### config.mk
export PLATFORM = sky130hd
export DESIGN_NAME = keypad_scan_ctrl
export DESIGN_NICKNAME = d
export VERILOG_FILES = /design/src/rtl/keypad_scan_ctrl.sv
export SDC_FILE = /design/constraint.sdc
export NUM_CORES = 1
export LEC_CHECK = 0
export CORE_ASPECT_RATIO = 0.5
export CORE_MARGIN = 4
export CORE_UTILIZATION = 62
export CTS_CLUSTER_SIZE = 30
export DETAILED_ROUTE_END_ITERATION = 8
export PLACE_DENSITY = 0.81
export SYNTH_ARGS = -nofsm -noshare
export SYNTH_HDL_FRONTEND = slang
export SYNTH_SLANG_ARGS = --single-unit
### constraint.sdc
create_clock -name clk -period 2.1 [get_ports clk]
set_input_delay 0.315 -clock clk [delete_from_list [all_inputs] [get_ports clk]]
set_output_delay 0.315 -clock clk [all_outputs]
set_load 0.005 [all_outputs]
### src/rtl/keypad_scan_ctrl.sv
`timescale 1ns/1ps
// keypad_scan_ctrl: scans a 4x4 active-low matrix keypad one column at a time,
// debounces over whole scans and hands one key code per keystroke downstream
// through a valid/ack handshake, plus a held flag and a sticky overrun flag.
module keypad_scan_ctrl #(
  parameter int SCAN_TICKS     = 100000,
  parameter int SETTLE_TICKS   = 16,
  parameter int DEBOUNCE_SCANS = 4
) (
  input  logic       clk,
  input  logic       rst_n,
  input  logic [3:0] row_n,
  output logic [3:0] col_n,
  output logic [3:0] key_code,
  output logic       key_valid,
  input  logic       key_ack,
  output logic       key_held,
  output logic       overrun
);

  localparam int TW = $clog2(SCAN_TICKS);
  localparam logic [TW-1:0] TICK_LAST   = TW'(SCAN_TICKS - 1);
  localparam logic [TW-1:0] TICK_SAMPLE = TW'(SETTLE_TICKS - 1);
  localparam logic [3:0]    DEB_TARGET  = 4'(DEBOUNCE_SCANS);

  typedef enum logic [1:0] {IDLE, PRESS_DEB, HELD, REL_DEB} state_t;

  logic [1:0]    rst_sync;
  logic          rst_int_n;
  logic [3:0]    row_meta;
  logic [3:0]    row_s;
  logic [TW-1:0] tick;
  logic [1:0]    col;
  logic [15:0]   scan_vec;
  logic          scan_done;
  logic [4:0]    low_cnt;
  logic [3:0]    cand_code;
  logic          cand_key;
  logic          match;
  state_t        state, state_nx;
  logic [3:0]    deb_cnt, cnt_nx, cnt_inc;
  logic [3:0]    deb_key, key_nx;
  logic          accept;

  // Key code for scan_vec bit index {col, row}
  function automatic logic [3:0] code_of(input logic [3:0] idx);
    case (idx)
      4'd0:  code_of = 4'h1;  4'd1:  code_of = 4'h4;
      4'd2:  code_of = 4'h7;  4'd3:  code_of = 4'h0;
      4'd4:  code_of = 4'h2;  4'd5:  code_of = 4'h5;
      4'd6:  code_of = 4'h8;  4'd7:  code_of = 4'hF;
      4'd8:  code_of = 4'h3;  4'd9:  code_of = 4'h6;
      4'd10: code_of = 4'h9;  4'd11: code_of = 4'hE;
      4'd12: code_of = 4'hA;  4'd13: code_of = 4'hB;
      4'd14: code_of = 4'hC;  default: code_of = 4'hD;
    endcase
  endfunction

  // Reset asserts immediately but is released in step with the clock
  always_ff @(posedge clk or negedge rst_n) begin
    if (!rst_n) rst_sync <= 2'b00;
    else        rst_sync <= {rst_sync[0], 1'b1};
  end
  assign rst_int_n = rst_sync[1];

  // Two-flop synchroniser for the asynchronous row inputs
  always_ff @(posedge clk or negedge rst_int_n) begin
    if (!rst_int_n) begin
      row_meta <= 4'hF;
      row_s    <= 4'hF;
    end else begin
      row_meta <= row_n;
      row_s    <= row_meta;
    end
  end

  // Slot timer and column pointer; a pulse marks the end of the column-3 slot
  always_ff @(posedge clk or negedge rst_int_n) begin
    if (!rst_int_n) begin
      tick      <= '0;
      col       <= 2'd0;
      scan_done <= 1'b0;
    end else begin
      scan_done <= (tick == TICK_LAST) && (col == 2'd3);
      if (tick == TICK_LAST) begin
        tick <= '0;
        col  <= col + 2'd1;
      end else begin
        tick <= tick + 1'b1;
      end
    end
  end

  // Capture the settled rows of the active column into the scan image
  always_ff @(posedge clk or negedge rst_int_n) begin
    if (!rst_int_n) scan_vec <= 16'hFFFF;
    else if (tick == TICK_SAMPLE) scan_vec[{col, 2'b00} +: 4] <= row_s;
  end

  // Active-low one-hot column drive follows the column pointer directly
  always_comb begin
    col_n = ~(4'b0001 << col);
  end

  // Reduce the scan image to a single key, no key, or ghosting (several keys)
  always_comb begin
    low_cnt   = 5'd0;
    cand_code = 4'h0;
    for (int i = 0; i < 16; i++) begin
      if (!scan_vec[i]) begin
        low_cnt   = low_cnt + 5'd1;
        cand_code = code_of(4'(i));
      end
    end
    cand_key = (low_cnt == 5'd1);
    match    = cand_key && (cand_code == deb_key);
    cnt_inc  = (deb_cnt == 4'hF) ? 4'hF : deb_cnt + 4'd1;
  end

  // Debounce state register
  always_ff @(posedge clk or negedge rst_int_n) begin
    if (!rst_int_n) begin
      state   <= IDLE;
      deb_cnt <= 4'd0;
      deb_key <= 4'd0;
    end else begin
      state   <= state_nx;
      deb_cnt <= cnt_nx;
      deb_key <= key_nx;
    end
  end

  // Debounce next-state logic, advancing once per completed scan
  always_comb begin
    state_nx = state;
    cnt_nx   = deb_cnt;
    key_nx   = deb_key;
    if (scan_done) begin
      case (state)
        IDLE: if (cand_key) begin
          state_nx = PRESS_DEB;
          key_nx   = cand_code;
          cnt_nx   = 4'd1;
        end
        PRESS_DEB: if (match) begin
          if (cnt_inc >= DEB_TARGET) begin
            state_nx = HELD;
            cnt_nx   = 4'd0;
          end else begin
            cnt_nx = cnt_inc;
          end
        end else begin
          state_nx = IDLE;
          cnt_nx   = 4'd0;
        end
        HELD: if (!match) begin
          state_nx = REL_DEB;
          cnt_nx   = 4'd1;
        end
        default: if (match) begin
          state_nx = HELD;
          cnt_nx   = 4'd0;
        end else if (cnt_inc >= DEB_TARGET) begin
          state_nx = IDLE;
          cnt_nx   = 4'd0;
        end else begin
          cnt_nx = cnt_inc;
        end
      endcase
    end
  end

  // Debounce outputs: held flag and the one-cycle accept strobe
  always_comb begin
    key_held = (state == HELD) || (state == REL_DEB);
    accept   = (state == PRESS_DEB) && (state_nx == HELD);
  end

  // Event register: oldest unacknowledged event wins, a lost press sets overrun
  always_ff @(posedge clk or negedge rst_int_n) begin
    if (!rst_int_n) begin
      key_code  <= 4'd0;
      key_valid <= 1'b0;
      overrun   <= 1'b0;
    end else if (accept) begin
      if (key_valid && !key_ack) begin
        overrun <= 1'b1;
      end else begin
        key_code  <= deb_key;
        key_valid <= 1'b1;
        overrun   <= 1'b0;
      end
    end else if (key_valid && key_ack) begin
      key_valid <= 1'b0;
      overrun   <= 1'b0;
    end
  end

endmodule

==> flow_summary.yaml, run 1 <==
outcome:
  status: "did not finish"
  lastStage: "global routing"
  tool.error: "[ERROR GRT-0232] Routing congestion too high. Check the congestion heatmap in the GUI."
clocking:
  clock_path_buffers: 2
  cts_hold_buf: 0
  cts-root-buf: "clkbuf_16"
  cts_inserted_buffers: 9
  cts_max_level: 3
  clock-sinks: 62
global_route:
  grt_max_degree: 38
  track_usage: 0.795
  grt-ovfl-total: 270
placement:
  placed_area_um2: 5590
  port_buffers: 17
  place_hpwl_um: 7560
  pre_cts_ws_ps: -6780
  gp_congestion: 0.832
logic_synthesis:
  yosysWarnings: 0
  netlist_top_cells_count: "72 x nand2_1, 40 x xnor2_1, 38 x dfrtp_1"
  synthCells: 481
  synth.area.top_cells: "dfrtp_1 21%, dfstp_2 14%, xnor2_1 7.8%"
  avgSynthCellArea_um2: 9.36
  ys_seq_area_frac: 0.351
  synth_edf_count: 0
  synth_fp_nets: 511
  ys_seq_elements: 62
  synth_area_um2: 4500
  ys_types: 75
  synth_area_leader_cell: "dfrtp_1"
  synth_top_area_share: 0.211
  synth.most_common_cell: "nand2_1"
  synthFlopType: "dfrtp_1"
  async_flop_share: 1.00
die:
  rows: 21
  initial_core_util: 0.656
  pin_count: 18
  fp.dieH_um: 68.3
  die_x_um: 129
sta:
  worstEpCategory: "sequential cell input"
  worstEndpointGrtRepair: "deb_cnt[1]$_DFFE_PN0P_/D"
-- routing by layer --
layer / GRT usage / GRT overflow
met5: 0.124 / 0
met4: 0.973 / 123
met3: 0.606 / 1
met2: 1.01 / 146
met1: 0.739 / 0
-- kinds of logic after synthesis --
logic type,after synthesis,share of synthesized area
AO/OA/AOI/OAI,82,0.119
XOR/XNOR,63,0.171
adder cells (fa/ha/maj),23,0.0639
buffers and inverters,39,0.0395
flip-flops,62,0.351
multiplexers,15,0.0356
other,1,0.000833
AND/OR/NAND/NOR,196,0.219
-- timing repair --
action	in CTS
pin swaps	15
setup buffers	48
setup endpoints to repair	16
gates resized for setup	32
-- through the flow --
stage	hold slack (ps)	instances
4_1_cts	150	741
2_1_floorplan	19.4	481
3_5_place_dp	265	677
3_3_place_gp	265	677
==> inputs of run 2 (changes only) <==
==> config.mk (replaced) <==
export PLATFORM = sky130hd
export DESIGN_NAME = keypad_scan_ctrl
export DESIGN_NICKNAME = d
export VERILOG_FILES = /design/src/rtl/keypad_scan_ctrl.sv
export SDC_FILE = /design/constraint.sdc
export NUM_CORES = 1
export LEC_CHECK = 0
export CORE_MARGIN = 4
export CORE_UTILIZATION = 40
export DETAILED_ROUTE_END_ITERATION = 8
export PLACE_DENSITY_LB_ADDON = 0.15
export SYNTH_ARGS = -nofsm -noshare
export SYNTH_HDL_FRONTEND = slang
export SYNTH_SLANG_ARGS = --single-unit
==> run 2 against run 1 <==
Compared with the run above: the flow now finishes, with violations (setup timing); area after synthesis unchanged; synthesized cell count unchanged.
==> flow_summary.yaml, run 2 <==
critical_path:
  end_kind: "flop"
  cp_max_fo: 4
  crit_path_start_kind: "flop"
  slowest_delay_ps: 550
  slowest_stage: "dfstp_2"
  crit_type: "reg2reg"
  cpMostUsedCell: "buf_4"
  critPathArrivalTime_ps: 8920
  cp_data_required_time_ps: 2310
logic_synthesis:
  ys_seq_area_frac: 0.351
  ys_types: 75
  synth.most_common_cell: "nand2_1"
  synth_compound_area_frac: 0.119
  ys_seq_elements: 62
  synth_area_leader_cell: "dfrtp_1"
  synth_fa_ha_area_frac: 0.0639
  synth_top_area_share: 0.211
  avgSynthCellArea_um2: 9.36
  synthFlopType: "dfrtp_1"
  netlist_top_cells_count: "72 x nand2_1, 40 x xnor2_1, 38 x dfrtp_1"
  synth_edf_count: 0
  synth_area_um2: 4500
  muxShareOfSynthArea: 0.0356
  synth_fp_nets: 511
  yosysWarnings: 0
  synthCells: 481
  async_flop_share: 1.00
  synth.area.top_cells: "dfrtp_1 21%, dfstp_2 14%, xnor2_1 7.8%"
  synth_top_family_by_area: "simple AND/OR/NAND/NOR gates"
  synth_xor_area_frac: 0.171
  yosys.area_share.simple: 0.219
clocking:
  cts_inserted_buffers: 9
  clock-sinks: 62
  cts-root-buf: "clkbuf_16"
  cts_hold_buf: 0
  clkLatencyLatePin_ps: 320
  clk_transition_reported_paths_ps: 50
  cts_tree: "yes"
  clock_path_buffers: 2
  cts_max_level: 3
sta:
  rsz0062_at_grt: "true"
  tightest_slew_ps: 617
  hold_viol: 0
  hold_ws_ps: 149
  slew_headroom: 0.585
  setup_ws_ps: -6620
  setup_viol: 16
  maxSlewViolCount: 0
  period_share: 4.15
  clock_skew_ps: 5.30
  max_freq_ghz: 0.115
  fin_crit_ps: 8720
power_and_ir_drop:
  leakage_nw: 2.93
  peakVddDrop_mv: 1.67
  powerDensity_nw_per_um2: 1860
drt:
  routed_wirelength_um: 10900
  drt.antenna.violating_nets: 0
  vias_per_cell: 4.98
  drt_iter0_drc: 206
  dr.pass1.iters: 4
  wl_per_cell_um: 13.8
  drcViolationCount: 0
  vias: 3936
placement:
  placed_area_um2: 5630
  gp_congestion: 0.809
  place_hpwl_um: 7320
  port_buffers: 17
final_layout:
  areaGrowthSynthToFinish_pct: 48.1
  top_regs: "tick: 17 flops, scan_vec: 16 flops"
  regArea_um2: 1580
  layout.cells.most_common: "buf_4"
  nFillCells: 937
  utilization: 0.610
  drive_gt1_frac: 0.430
  stdcell_area_um2: 6670
  mostFrequentLayoutCells: "149 x buf_4, 69 x nand2_1, 37 x xnor2_1, 37 x dfrtp_1, 26 x o21ai_0"
  top_register: "tick"
  largest_reg_flops: 17
  num-nets-final: 676
  n_antenna_cell: 0
  multi_input_area_um2: 3150
global_route:
  grt_pass1_wl_um: 18300
  track_usage: 0.174
  grt_max_degree: 34
  grt_antenna_before_repair: 0
  grt_pass1_vias: 3951
  grt-ovfl-total: 0
die:
  initial_core_util: 0.412
  die_area_um2: 13000
  coreArea_um2: 10900
  fp.dieH_um: 114
  die_x_um: 114
  pin_count: 18
  rows: 38
min_path:
  hold_class: "in2async"
outcome:
  failed_checks: "setup timing"
  status: "finished, violations left"
job:
  drv_cap: 0
run 2: metrics by stage:
stage / setup WS, ps / total power, mW / std cells / setup TNS (ps)
6_report: -6620 / 12.4 / 791 / -104720
5_1_grt: -7040 / 13.3 / 791 / -111610
4_1_cts: -6470 / 11.0 / 785 / -102070
3_5_place_dp: -6580 / 7.72 / 723 / -103730
3_3_place_gp: -6400 / 7.65 / 723 / -101190
2_1_floorplan: -6760 / 5.72 / 481 / -105330
run 2: where the power goes:
| part | switching (mW) | internal (mW) | total [mW] | leakage, nW |
|---|---|---|---|---|
| clock | 0.497 | 1.01 | 1.50 | 0.152 |
| combinational | 4.22 | 5.44 | 9.66 | 2.01 |
| sequential | 0.0134 | 1.22 | 1.23 | 0.766 |
| total | 4.73 | 7.67 | 12.4 | 2.93 |
run 2: final cells by class:
cell class	instances	area share
clock buffers	15	0.0465
clock inverters	1	0.00113
flip-flops and latches	62	0.237
multi-input cells	380	0.472
well taps	140	0.0263
repair buffers	172	0.205
inverters	21	0.0122
run 2: repair_timing:
| item | in CTS | in global routing |
|---|---|---|
| setup endpoints to repair | 16 | 17 |
| gates resized for setup | 16 | 46 |
| setup buffers | 46 | 7 |
| pin swaps | 12 | 43 |
run 2: path summary, 6_finish.rpt:
check / from / to / slack, ps / depth (start not counted)
max: scan_vec[1]$_DFFE_PN1P_ / key_code[2]$_DFFE_PN0P_ / -6620 / 56
min: rst_n / rst_sync[0]$_DFF_PN0_ / 150 / 1
max reg2reg: scan_vec[1]$_DFFE_PN1P_ / key_code[2]$_DFFE_PN0P_ / -6620 / 56
min reg2reg: rst_sync[1]$_DFF_PN0_ / tick[13]$_DFF_PN0_ / 260 / 1
max in group asynchronous: rst_sync[1]$_DFF_PN0_ / scan_vec[0]$_DFFE_PN1P_ / 1460 / 1
min in group clk: rst_sync[0]$_DFF_PN0_ / rst_sync[1]$_DFF_PN0_ / 350 / 0
run 2: layer usage:
layer / track usage / wire [µm]
met5: 0 / 0
met4: 0.0808 / 228
met3: 0.0227 / 290
met2: 0.297 / 5470
met1: 0.218 / 4960
run 2: kinds of logic after synthesis:
kind of cell	Yosys count
AO/OA/AOI/OAI	82
XOR/XNOR	63
adder cells (fa/ha/maj)	23
buffers and inverters	39
flip-flops	62
multiplexers	15
other	1
AND/OR/NAND/NOR	196
run 2: critical path, delay by kind of cell, from the launching register on:
kind | cells | cell delay (ps)
xor gates and xnor gates | 4 | 820
buffers and inverters | 39 | 4800
adders and majority gates | 2 | 550
muxes | 2 | 600
DFF | 1 | 550
and+or+nand+nor | 6 | 740
AOI/OAI and AO/OA | 3 | 520
(Power assumes the default switching activity.)
==> RTL edit 1 (settings of run 2) <==
Reset style: synchronous (`rst_int_n` and `rst_n`), changed in 6 clocked blocks. Comments in the files are not updated.
--- a/src/rtl/keypad_scan_ctrl.sv
+++ b/src/rtl/keypad_scan_ctrl.sv
@@ -58,5 +58,5 @@
 
   // Reset asserts immediately but is released in step with the clock
-  always_ff @(posedge clk or negedge rst_n) begin
+  always_ff @(posedge clk) begin
     if (!rst_n) rst_sync <= 2'b00;
     else        rst_sync <= {rst_sync[0], 1'b1};
@@ -65,5 +65,5 @@
 
   // Two-flop synchroniser for the asynchronous row inputs
-  always_ff @(posedge clk or negedge rst_int_n) begin
+  always_ff @(posedge clk) begin
     if (!rst_int_n) begin
       row_meta <= 4'hF;
@@ -76,5 +76,5 @@
 
   // Slot timer and column pointer; a pulse marks the end of the column-3 slot
-  always_ff @(posedge clk or negedge rst_int_n) begin
+  always_ff @(posedge clk) begin
     if (!rst_int_n) begin
       tick      <= '0;
@@ -93,5 +93,5 @@
 
   // Capture the settled rows of the active column into the scan image
-  always_ff @(posedge clk or negedge rst_int_n) begin
+  always_ff @(posedge clk) begin
     if (!rst_int_n) scan_vec <= 16'hFFFF;
     else if (tick == TICK_SAMPLE) scan_vec[{col, 2'b00} +: 4] <= row_s;
@@ -119,5 +119,5 @@
 
   // Debounce state register
-  always_ff @(posedge clk or negedge rst_int_n) begin
+  always_ff @(posedge clk) begin
     if (!rst_int_n) begin
       state   <= IDLE;
@@ -178,5 +178,5 @@
 
   // Event register: oldest unacknowledged event wins, a lost press sets overrun
-  always_ff @(posedge clk or negedge rst_int_n) begin
+  always_ff @(posedge clk) begin
     if (!rst_int_n) begin
       key_code  <= 4'd0;
Behaviour: same outputs for any inputs over 10 cycles, from zero or initial values and one cycle with rst_n low; that may be too few to reach the edited logic, so the function may still have changed.
==> RTL edit 1 against run 2 <==
The run still ends with negative setup slack left. Wire length up 2.1%. Sequential share of layout area down 4.3 points. Synthesized area down 3.9%. First-iteration DRC count down 30%. Design area down 3.7%. Sequential cell count unchanged. Critical path depth down 8. Setup slack worse by 0.047 ns.
Power is left out: it rests on default switching activity, and per cell area and clock period it moved more than threefold.
==> RTL edit 1: results (changes against run 2) <==
** Timing
- Max Clock Skew :: 0.0145 ns (+0.00921 ns)
- Worst path setup slack after routing :: -6.66 ns (-0.0472 ns)
- Count of endpoints failing setup in the final report :: 16 (unchanged)
- The total count of max-transition violations in the final report came to 0 (unchanged).
- The relative max-transition margin came to 62.8% (+4.3 points).
- Total negative slack :: -104.84 ns (-0.119 ns)

** Drt
- DRT met1 WL :: 5.19 mm (+4.7%)
- The met3 routed wirelength is 305 µm (+5.2%).
- WL/cell :: 13.6 µm (-1.8%)
- Count of routing violations after the opening detailed-route iteration :: 144 (-30%)
- Routed length on met2 :: 5.61 mm (+2.5%)
- Overall via count from detail_route :: 4144 (+5.3%)
- The detailed-route vias per instance came to 5.04 (+1.3%).

** GRT
- Fraction of met1 tracks used by global routing :: 21.9% (+0.087 points)
- The via count of the first global-routing pass came to 4180 (+5.8%).
- Met2 Track Usage GR :: 31.9% (+2.2 points)
- Largest net degree at the start of global routing :: 27 (-21%)
- The met3 track demand over resource came to 3.70% (+1.4 points).
- Total routing usage reported by global routing :: 17.7% (+0.34 points)

** Placement
- Hpwl dp :: 7.84 mm (+7.2%)
- Final estimated routing congestion in global placement :: 0.841 (+4.0%)
- The cell area after placement came to 5560 µm² (-1.2%).
- Post-placement setup slack :: -6.81 ns (-0.232 ns)
- The cell count after placement was 773 (+6.9%).

** Logic synthesis
- The synthesized area per cell was 8.27 µm² (-12%).
- Area contributors post-synth :: dfxtp_1 (29%), nand2_1 (6.7%), ha_1 (6.7%)
- By count the netlist is led by nand2_1 (77), dfxtp_1 (62), nor2_1 (47), xnor2_1 (32), ha_1 (23).
- Share of flip-flops with an asynchronous set or reset :: 0% (-100 points)
- Synthesized Nets :: 553 (+8.2%)
- Main synth FF type :: dfxtp_1
- Cell variety after synth :: 63 (-16%)

** Worst hold path
- Along the worst hold path, the cell count comes to 1.
- The tightest min-delay check is of the reg -> reg type.

** Worst setup path
- For this design, the slowest cell found on the critical path is dfxtp_4.
- Arr. time, crit path :: 8.97 ns (+0.05 ns)
- Number of cell instances on the worst register-to-register path :: 48 (-14%)
- Critical path's largest stage delay :: 0.38 ns (-0.17 ns)
- The maximum fanout along the worst path is 5 (+1).

** Clock network
- The clock-pin slew on the worst setup and hold paths was 0.08 ns (+0.03 ns).
- Clk Latency, worst-skew pair :: 0.34 ns (+0.02 ns)
- Root buffer cell :: clkbuf_8

** Finish
- The number of fill cells in the layout is 902 (-3.7%).
- Share of layout cells above drive strength 1 :: 37.6% (-5.4 points)
- The layout net count came to 711 (+5.2%).

** Status
- Result of the run :: finished with violations
- Violations in the final reports :: negative setup slack
## RTL edit 1: cell count changes after synthesis, moves of 8 or more
cell,before,now
clkbuf_1,10,19
dfrtp_1,38,0
dfstp_2,24,0
dfxtp_1,0,62
nor2_1,29,47
o211ai_1,1,19
o21ai_0,31,13
xnor2_1,40,32
xor2_1,6,22
## RTL edit 1: worst paths after layout
path,from,to,slack (ns)
max,scan_vec[1],key_code[1],-6.66
min,row_meta[0],row_s[0],0.41
max reg2reg,scan_vec[1],key_code[1],-6.66
min reg2reg,row_meta[0],row_s[0],0.41
## RTL edit 1: logic make-up after synthesis
logic type               synth area share (%)
buffers and inverters                    4.08
flip-flops                               28.7
adder cells (fa/ha/maj)                  6.88
multiplexers                             3.82
AND/OR/NAND/NOR                          25.8
AO/OA/AOI/OAI                            13.6
XOR/XNOR                                 17.1
## RTL edit 1: final cells by class
type / instances / area (µm²) / share of cell area, %
repair buffers: 169 / 1350 / 20.9
well taps: 136 / 170 / 2.65
multi-input cells: 416 / 3380 / 52.6
clock inverters: 6 / 61.3 / 0.954
flip-flops and latches: 62 / 1250 / 19.4
clock buffers: 10 / 128 / 1.99
inverters: 23 / 92.6 / 1.44
## RTL edit 1: what timing repair did
action | 4_1_cts | 5_1_grt
setup buffers | 26 | 7
hold endpoints to repair | 0 | 0
endpoints found under the setup margin | 17 | 23
pin swaps | 17 | 20
resized for setup | 28 | 58
## RTL edit 1: worst max-delay path, delay by kind of cell (launching register included)
family,cells,cell delay [ns]
multiplexers,3,0.69
buffers and inverters,6,0.54
flip-flops,1,0.38
adder cells (fa/ha/maj),14,3.66
XOR/XNOR,1,0.13
AO/OA/AOI/OAI,10,1.73
AND/OR/NAND/NOR,14,1.50
==> RTL edit 2 (config.mk and constraints of run 2) <==
Made on the original files. `SCAN_TICKS`: 100000 -> 50000.
--- a/src/rtl/keypad_scan_ctrl.sv
+++ b/src/rtl/keypad_scan_ctrl.sv
@@ -4,5 +4,5 @@
 // through a valid/ack handshake, plus a held flag and a sticky overrun flag.
 module keypad_scan_ctrl #(
-  parameter int SCAN_TICKS     = 100000,
+  parameter int SCAN_TICKS     = 50000,
   parameter int SETTLE_TICKS   = 16,
   parameter int DEBOUNCE_SCANS = 4
Formal check against the unedited RTL: no difference found for any inputs over 10 cycles, from zero or initial values and one cycle with rst_n low; that may be too few to reach the edited logic, so the function may still have changed.
==> RTL edit 2 against run 2 <==
Design area grew 2.8%. Synthesized cell count grew 5.2%. Combinational power up 2%. Via count is 7.4% higher. Sequential cell count is 1 lower. Wire length is 12% higher. Final cell count increased by 6.3%. Setup slack worse by 1.1 ns. Synthesized area increased by 0.22%. Total power up 0.65%. The run still ends with negative setup slack left. Clock power fell by 5%. Count of clock-buffer cells in the layout is 6 lower.
==> RTL edit 2: results (changes against run 2) <==
** Logic synthesis
- Synthesized Nets :: 536 (+4.9%)
- Top cells by count, synth :: nand2_1 (71), dfrtp_1 (37), nor2_1 (32), inv_1 (31), o21ai_0 (31)
- Cell variety after synth :: 80 (+6.7%)
- Ranked by total cell area, the synthesized netlist is headed by dfrtp_1 (21%), dfstp_2 (14%), ha_1 (6.4%).
- Synthesized area per cell :: 8.92 µm² (-4.7%)
- The register area share after synthesis came to 34.5% (-0.63 points).

** Timing
- Max Clock Skew :: 0.00572 ns (+0.000418 ns)
- Count of endpoints failing setup in the final report :: 16 (unchanged)
- The setup slack of the critical path after layout came to -7.70 ns (-1.09 ns).
- The transition at the pin with the smallest max-transition slack was 0.607 ns (-0.00993 ns).

** Worst setup path
- Critical path launch point :: scan_vec[0]
- In this run the critical register-to-register path is captured at key_code[1].
- Cell family with most CP delay :: adder cells
- Arr. time, crit path :: 10.02 ns (+1.10 ns)

** Finish
- Share of layout cells above drive strength 1 :: 43.4% (+0.36 points)
- Fill cell instance count of the final layout :: 902 (-3.7%)
- The number of standard cells in the final layout excluding fillers came to 841 (+6.3%).
- The layout net count is 726 (+7.4%).
- Largest registers :: scan_vec: 16 flops, tick: 16 flops

** GRT
- The via count of the first global-routing pass came to 4284 (+8.4%).
- Met2 Track Usage GR :: 32.3% (+2.6 points)
- The overall track demand over capacity in global routing came to 18.4% (+1.0 points).
- Largest net degree at the start of global routing :: 27 (-21%)
- The number of antenna violations at the first check in global routing was 0 (unchanged).
- Wire length of the first global-routing pass :: 19.7 mm (+7.5%)
- Fraction of met1 tracks used by global routing :: 23.0% (+1.2 points)

** Placement
- Hpwl dp :: 7.69 mm (+5.1%)
- The cell area after placement was 5730 µm² (+1.9%).
- Count of input and output buffers :: 17 (unchanged)
- Cell count after placement :: 754 (+4.3%)
- Final estimated routing congestion in global placement :: 0.825 (+2.0%)

** Clock network
- H-tree depth :: 3 (unchanged)
- After clock tree synthesis, the clock-pin slew on the worst setup and hold paths is about 0.060 ns.

** Drt
- The met2 wirelength from detailed routing was 6.26 mm (+14%).
- The length of routed wiring on met1 was 5.44 mm (+9.7%).
- Overall via count from detail_route :: 4228 (+7.4%)
- Amount of wire on met3 after detailed routing :: 277 µm (-4.5%)
- The first-pass iteration count of the detailed router was 5 (+1).
- WL/cell :: 14.5 µm (+4.9%)
- The violation count after the first detailed-routing iteration was 222 (+7.8%).

** Status
- Result of the run :: finished with violations
- The checks that failed: negative setup slack.

** Power and ir drop
- Worst vdd rail ir drop :: 1050 µV (-37%)
- Leakage power total :: 3.08 nW (+5.2%)
[RTL edit 2: cell types whose count changed after synthesis, sizes merged, moves of 6 or more]
cell / delta
xnor2: -15
inv: +10
xor2: +9
a21oi: -8
o22ai: +6
[RTL edit 2: what timing repair did]
action | CTS | global route
hold endpoints to repair | 0 | 0
gates resized for setup | 11 | 47
pin swaps | 25 | 23
setup buffers | 65 | 14
endpoints found under the setup margin | 16 | 17
[RTL edit 2: cell type report]
| class | count | area, µm² | area share, % |
|---|---|---|---|
| multi-input cells | 396 | 3170 | 46.3 |
| clock inverters | 7 | 66.3 | 0.967 |
| inverters | 31 | 119 | 1.73 |
| clock buffers | 9 | 225 | 3.28 |
| well taps | 140 | 175 | 2.55 |
| repair buffers | 197 | 1540 | 22.5 |
| flip-flops and latches | 61 | 1560 | 22.7 |
[RTL edit 2: cell families after synthesis]
family          share of synthesized area (%)
flops                                    34.5
xor+xnor                                 13.3
compound gates                           14.7
simple gates                             23.8
buf+inv                                  4.30
mux                                      2.91
other cells                            0.0831
fa+ha+maj                                6.38
[RTL edit 2: where the power goes]
| group | leakage (nW) | internal [mW] | switching [mW] | total (mW) |
|---|---|---|---|---|
| logic | 2.19 | 5.62 | 4.21 | 9.83 |
| registers | 0.750 | 1.20 | 0.0193 | 1.22 |
| clock network | 0.135 | 0.908 | 0.522 | 1.43 |
[RTL edit 2: worst min path at each step]
stage                        endpoint  slack (ns)  depth (start not counted)
after floorplan           rst_sync[0]        0.02                          0
final                     rst_sync[0]        0.14                          1
after CTS                 rst_sync[0]        0.14                          1
after global routing      rst_sync[1]        0.14                          1
after global placement     deb_key[2]        0.26                          0
after detailed placement      tick[5]        0.27                          0
